==> src/rtl/full_adder.sv <==
// Ripple-carry adder built from 1-bit full-adder cells, with optional registered outputs.
// WIDTH=1 is the canonical single-bit full adder. The carry chain itself is never pipelined.

module full_adder_cell (
  input  logic a,
  input  logic b,
  input  logic ci,
  output logic s,
  output logic co
);

  logic p;

  assign p  = a ^ b;
  assign s  = p ^ ci;
  assign co = (a & b) | (ci & p);

endmodule

module full_adder #(
  parameter int unsigned WIDTH   = 1,
  parameter bit          REG_OUT = 1'b1
) (
  input  logic             clk,
  input  logic             rst_n,
  input  logic             in_valid,
  input  logic [WIDTH-1:0] a,
  input  logic [WIDTH-1:0] b,
  input  logic             cin,
  output logic [WIDTH-1:0] sum,
  output logic             cout,
  output logic             ovf,
  output logic             out_valid
);

  // carry[i] is the carry into bit i; carry[WIDTH] is the final carry-out.
  logic [WIDTH:0]   carry;
  logic [WIDTH-1:0] sum_c;
  logic             cout_c;
  logic             ovf_c;

  assign carry[0] = cin;

  for (genvar i = 0; i < WIDTH; i++) begin : g_cell
    full_adder_cell u_cell (
      .a  (a[i]),
      .b  (b[i]),
      .ci (carry[i]),
      .s  (sum_c[i]),
      .co (carry[i+1])
    );
  end

  // Signed overflow: carry into the MSB disagrees with carry out of it.
  assign cout_c = carry[WIDTH];
  assign ovf_c  = carry[WIDTH] ^ carry[WIDTH-1];

  if (REG_OUT) begin : g_reg
    logic [WIDTH-1:0] sum_q;
    logic             cout_q;
    logic             ovf_q;
    logic             valid_q;

    // NOTE: state is updated with non-blocking assignments so every register
    // samples pre-edge values; blocking here would create order-dependent races.
    always_ff @(posedge clk or negedge rst_n) begin
      if (!rst_n) begin
        sum_q   <= '0;
        cout_q  <= 1'b0;
        ovf_q   <= 1'b0;
        valid_q <= 1'b0;
      end else begin
        valid_q <= in_valid;
        // Result registers hold when no new operands are qualified.
        if (in_valid) begin
          sum_q  <= sum_c;
          cout_q <= cout_c;
          ovf_q  <= ovf_c;
        end
      end
    end

    assign sum       = sum_q;
    assign cout      = cout_q;
    assign ovf       = ovf_q;
    assign out_valid = valid_q;
  end else begin : g_comb
    // Clock and reset have no function in the bypass configuration.
    logic unused_clk_rst;
    assign unused_clk_rst = clk & rst_n;

    assign sum       = sum_c;
    assign cout      = cout_c;
    assign ovf       = ovf_c;
    assign out_valid = in_valid;
  end

endmodule

==> config.mk <==
export PLATFORM = sky130hd
export DESIGN_NAME = full_adder
export DESIGN_NICKNAME = d
export VERILOG_FILES = /design/src/rtl/full_adder.sv
export SDC_FILE = /design/constraint.sdc
export NUM_CORES = 1
export LEC_CHECK = 0
export CORE_AREA = 3 3 40 42
export CTS_CLUSTER_DIAMETER = 120
export DETAILED_ROUTE_END_ITERATION = 10
export DIE_AREA = 0 0 43 45
export GPL_TIMING_DRIVEN = 0
export SLEW_MARGIN = 40
export SYNTH_ARGS = -nofsm -noshare
export SYNTH_HDL_FRONTEND = slang
export SYNTH_SLANG_ARGS = --single-unit
==> constraint.sdc <==
create_clock -name clk -period 1.8 [get_ports clk]
set_input_delay 0.27 -clock clk [delete_from_list [all_inputs] [get_ports clk]]
set_output_delay 0.27 -clock clk [all_outputs]
set_load 0.005 [all_outputs]
==> run metrics, run 1 <==
GPL Wtd Cong 0.650; die height ~45 µm; non-filler cells, final 37; Final min period 1.36 ns; Max Fanout on Critical Path 2; Max Freq approximately 740 MHz; root buf cell clkbuf_4; status complete, no violations; first-pass GRT wire length approximately 540 µm; VDD IR max approximately 0.00019 V; Net Switching approximately 54 µW; hold buffer count at CTS 0; Worst R2R Setup Slack ~1.1 ns; r2r worst-path depth 1; Pwr Density slightly above 900 nW/µm²; Clock Skew 0 ns; P_leak approximately 0.12 nW; Slew HR 0.866; sequential area share after synthesis 0.625; H-tree levels 1; Top delay family on crit path buffers and inverters; RSZ-0062 raised after global routing no; Worst-Skew Late Latency approximately 0.23 ns; slowest CP cell clkdlybuf4s50_1; vias in the first global route between 100 and 150; # DRC 0; number of gates resized after CTS 0; post-synth cell types 6; share of layout cells above drive strength 1 0.227; synthesized area per cell around 16 µm²; Num CTS Buffers 3; Setup Total Neg Slack 0 ns; final slew viol count 0; clock share of power 0.391; Cell Area, Synth 160 µm²; Syn Nets 17; Area Overhead vs Synth 82.0%; postcts setup bufs 0; via count 123; Final Hold Viols 0; CTS tree built; fin crit share 0.754; switch share 0.199; commonest non-fill, non-tap cells in the layout clkdlybuf4s50_1, dfrtp_1, clkbuf_4; register clock-pin slew on the reported worst setup and hold paths about 0.030 ns; CP peak stage delay 0.50 ns; Setup Viol. Count Final 0; Int Pwr 216 µW; vias per cell ~3.3; Max clock buf depth 2; fin nets 31; CP Buf/Inv Count 1; pin count of the biggest net entering global routing 6; R2R Path Start sum$_DFFE_PN0P_; Crit path required time 1.91 ns; DRT Wirelength 341 µm; leading cell type in the layout, fill and taps excluded clkdlybuf4s50_1; # clock sinks 4; Data arrival, critical path roughly 1.5 ns; Port Buffers 9; cell row count 13; Starting Density 0.125; max_cap viols 0; Pre-antenna DRT Iters 1; Core Area between 1000 and 1500 µm²; CP cell instances clkdlybuf4s50_1 -> fa_1 -> mux2_2; combinational share of power 0.210; Die W about 43 µm; Cells after Synth 10; routed wire length per instance 9.22 µm; antenna cells 0; R2R Path End sum$_DFFE_PN0P_; total grt overflow 0; die area 1940 µm²; CP Class primary input to register; First DRT Iteration DRCs 0; Ports 10; total power around 270 µW; worst-margin pin slew just over 0.2 ns; Ys Warns 0; Total GRT Usage 0.0486; initial antenna violation count 0; Setup crit end kind register; Synth Register Bits 4; sequential fraction of design power 0.399; Routed Antenna Nets 0; dpl cells 34; Hold Crit Class primary input to asynchronous set/reset pin; CP Launch Type primary input
[cell families (layout without fill, tap and decap cells)]
kind of cell	after synthesis	count (layout)	synth area share
flip-flops	4	4	0.625
multiplexers	2	2	0.141
adder cells (fa/ha/maj)	1	1	0.125
AO/OA/AOI/OAI	1	1	0.0312
XOR/XNOR	1	1	0.0547
AND/OR/NAND/NOR	1	1	0.0234
buffers and inverters	0	12	0
[through the flow]
stage	hold WS, ns	util	setup WS [ns]	instance area (µm²)
after CTS	0.236	0.227	0.439	292
after global placement	0.475	0.209	0.221	269
after global routing	0.246	0.227	0.405	292
after floorplan	-0.0256	-	0.704	160
after detailed placement	0.482	0.209	0.207	269
final	0.241	0.227	0.443	292
[synthesized netlist by cell type, drive strengths merged]
library cell  n  area share
fa            1        0.13
mux2          2        0.14
a21oi         1       0.031
nor2          1       0.023
xnor2         1       0.055
dfrtp         4        0.63
[worst max-delay path by stage]
stage                    startpoint               to  slack [ns]  depth (start not counted)
CTS                 sum$_DFFE_PN0P_              sum        0.44                          1
floorplan                         a  sum$_DFFE_PN0P_        0.70                          2
global route        ovf$_DFFE_PN0P_              ovf        0.40                          1
finish                          cin  sum$_DFFE_PN0P_        0.44                          3
detailed placement              cin  sum$_DFFE_PN0P_        0.21                          3
global placement                cin  sum$_DFFE_PN0P_        0.22                          3
[flip-flops by register name, indices dropped and copies added (netlist names)]
name / cells
cout: 1
out_valid: 1
ovf: 1
sum: 1
[layer usage]
metal | part of all wire | GRT usage | vias to the layer above
met2 | 0.46 | 0.0509 | 9
met3 | 0.18 | 0.0518 | 0
met1 | 0.37 | 0.0392 | 56
met5 | 0 | 0 | -
met4 | 0 | 0.0723 | 0
li1 | - | - | 58
[layout make-up]
class	count	area (µm²)
clock buffers	3	22.5
repair buffers	9	90.1
well taps	15	18.8
multi-input cells	6	60.1
flip-flops and latches	4	100
fillers	144	993
[power groups by stage]
stage | Sequential, mW | Combinational [mW] | Clock [mW]
CTS | 0.108 | 0.0574 | 0.113
floorplan | 0.110 | 0.0146 | 0
detailed placement | 0.109 | 0.0571 | 0
global placement | 0.108 | 0.0549 | 0
finish | 0.108 | 0.0566 | 0.106
global route | 0.109 | 0.0603 | 0.122
(Power assumes the default switching activity.)
==> inputs of run 2 (changes only) <==
Clock period 1.8 ns to 1.35 ns, I/O delays scaled along.
==> results of run 2 <==
Same layout as run 1 (identical final DEF). Status: complete, no violations.
Among the figures that moved: setup slack after placement 0.207 ns -> -0.176 ns; setup slack after layout 0.443 ns -> 0.0604 ns; hold slack 0.241 ns -> 0.173 ns; register-to-register setup slack 1.06 ns -> 0.61 ns; total power 0.270 mW -> 0.360 mW; worst IR drop on VDD 0.000188 V -> 0.000250 V
==> inputs of run 3 (changes only) <==
Settings changed: CAP_MARGIN set to 0, SYNTH_HIERARCHICAL set to 1.
==> run 3 against run 2 <==
Against the previous run:
- highest routed layer unchanged
- combinational power is 0.5% lower
- worst hold slack hardly changed
- synthesized area stayed put
- register-to-register slack hardly changed
- largest cell class unchanged
- clock skew stayed put
==> run metrics, run 3 <==
status complete, no violations (unchanged); Synth Register Bits 4 (unchanged); sequential area share after synthesis 0.625 (unchanged); root buf cell clkbuf_4 (unchanged); RSZ-0062 raised after global routing no (unchanged); hold buffer count at CTS 0 (unchanged); switch share 0.199 (about the same); PnR worst setup slack 0.0624 ns (was 0.0604 ns); Worst R2R Setup Slack 0.61 ns (about the same); Hold Crit Class primary input to asynchronous set/reset pin (unchanged); Starting Density 0.125 (unchanged); Max Freq 777 MHz (was 775 MHz); Pre-antenna DRT Iters 1 (unchanged); met3 WL 57 µm (was 60 µm); Main synth FF type dfrtp_1 (unchanged); vias per cell 3.43 (was 3.32); Die W 43 µm (unchanged); Ports 10 (unchanged); pin count of the biggest net entering global routing 6 (unchanged); antenna cells 0 (unchanged); H-tree levels 1 (unchanged); First DRT Iteration DRCs 0 (unchanged); r2r worst-path depth 1 (unchanged); vias in the first global route 140 (was 137); met2 routed WL 150 µm (was 156 µm); Clock Skew 0 ns (unchanged); Cell Area, Synth 160 µm² (unchanged); Ys Warns 6 (was 0); CP Class primary input to register (unchanged); pre-CTS setup slack -0.177 ns (was -0.176 ns); synthesized area per cell 16.0 µm² (unchanged); first-pass GRT wire length 558 µm (was 538 µm); CP cell instances clkdlybuf4s50_1 -> fa_1 -> mux2_2 (unchanged); Port Buffers 9 (unchanged); slowest CP cell clkdlybuf4s50_1 (unchanged); Area Overhead vs Synth 82.0% (unchanged); Int Pwr 288 µW (about the same); worst-margin pin slew 0.197 ns (was 0.201 ns); CTS tree built (unchanged); via count 127 (was 123); Crit path required time 1.46 ns (about the same); Max clock buf depth 2 (unchanged); Num CTS Buffers 3 (unchanged); total grt overflow 0 (unchanged); fin area 292 µm² (unchanged); Setup Total Neg Slack 0 ns (unchanged); placed inst area 269 µm² (unchanged); Syn Nets 17 (unchanged); Net Switching 71.3 µW (was 71.5 µW); leading cell type in the layout, fill and taps excluded clkdlybuf4s50_1 (unchanged); Synth area leader dfrtp_1 (unchanged); postcts setup bufs 0 (unchanged); cell with the most instances after synthesis dfrtp_1 (unchanged); R2R Path Start sum$_DFFE_PN0P_ (unchanged); number of gates resized after CTS 0 (unchanged); Final min period 1.29 ns (about the same); non-filler cells, final 37 (unchanged); Max Fanout on Critical Path 2 (unchanged); clock share of power 0.392 (was 0.391); met1 wire length 129 µm (was 125 µm); Pwr Density 1230 nW/µm² (about the same); top cells by instance count after synthesis dfrtp_1, mux2_2 (unchanged); dpl cells 34 (unchanged); final core occ 0.227 (unchanged); Area contributors post-synth dfrtp_1, mux2_2, fa_1 (unchanged); combinational share of power 0.209 (was 0.210); CP Launch Type primary input (unchanged); Worst-Skew Late Latency 0.23 ns (about the same); # clock sinks 4 (unchanged); # DRC 0 (unchanged); Data arrival, critical path 1.40 ns (about the same); share of Yosys cell area claimed by the top area cell type 0.625 (unchanged); cell row count 13 (unchanged); R2R Path End sum$_DFFE_PN0P_ (unchanged); routed wire length per instance 9.11 µm (was 9.22 µm); fin crit share 0.954 (was 0.955); ys async rst share 1.00 (unchanged); Total GRT Usage 0.0503 (was 0.0486); DRT Wirelength 337 µm (was 341 µm); WHS 0.173 ns (about the same); share of layout cells above drive strength 1 0.227 (unchanged); final slew viol count 0 (unchanged); max_cap viols 0 (unchanged); Core Area 1280 µm² (unchanged); register clock-pin slew on the reported worst setup and hold paths 0.03 ns (about the same); total power 359 µW (was 360 µW); Routed Antenna Nets 0 (unchanged); initial antenna violation count 0 (unchanged); VDD IR max 0.000254 V (was 0.000250 V); die height 45 µm (unchanged); Slew HR 0.868 (was 0.866); Post-synth EDFFs 0 (unchanged); Cells after Synth 10 (unchanged); fin nets 31 (unchanged); post-synth cell types 6 (unchanged); top sig layer met3 (unchanged); Setup crit end kind register (unchanged); sequential fraction of design power 0.399 (about the same); die area 1940 µm² (unchanged); GPL Wtd Cong 0.650 (about the same); commonest non-fill, non-tap cells in the layout clkdlybuf4s50_1, dfrtp_1, clkbuf_4 (unchanged); Final Hold Viols 0 (unchanged); Setup Viol. Count Final 0 (unchanged); P_leak 0.116 nW (unchanged); CP peak stage delay 0.50 ns (about the same)
==> run 3: area by class of cell <==
cell class,count,area [µm²]
clock buffer,3,22.5
fill,142,993
multi-input combinational,6,60.1
sequential,4,100
tap,15,18.8
timing repair buffer,9,90.1
==> run 3: critical path: cells and delay by family <==
| family | cells | cell delay, ns |
|---|---|---|
| adders and majority gates | 1 | 0.42 |
| buffers and inverters | 1 | 0.50 |
| muxes | 1 | 0.27 |
==> run 3: logic make-up after synthesis <==
family,count (synthesis),share of synthesized area
adders and majority gates,1,0.125
and+or+nand+nor,1,0.0234
xor gates and xnor gates,1,0.0547
DFF,4,0.625
muxes,2,0.141
AOI/OAI and AO/OA,1,0.0312
==> run 3: power by group through the flow <==
stage | sequential, mW | clock [mW] | combinational [mW]
after floorplan | 0.146 | 0 | 0.0194
after global placement | 0.144 | 0 | 0.0733
after detailed placement | 0.146 | 0 | 0.0761
after CTS | 0.144 | 0.151 | 0.0766
after global routing | 0.145 | 0.163 | 0.0809
final | 0.143 | 0.141 | 0.0750
==> run 3: per-layer routing <==
metal	track usage	vias up
met5	0	-
met4	0.0723	0
li1	-	58
met1	0.0441	60
met2	0.0509	9
met3	0.0518	0
==> run 3: worst max-delay path by stage <==
| stage | startpoint | endpoint | depth (start not counted) | slack [ns] |
|---|---|---|---|---|
| CTS | sum$_DFFE_PN0P_ | sum | 1 | 0.06 |
| detailed placement | a | sum$_DFFE_PN0P_ | 3 | -0.18 |
| floorplan | a | sum$_DFFE_PN0P_ | 2 | 0.32 |
| global route | ovf$_DFFE_PN0P_ | ovf | 1 | 0.02 |
| finish | cin | sum$_DFFE_PN0P_ | 3 | 0.06 |
| global placement | cin | sum$_DFFE_PN0P_ | 3 | -0.16 |
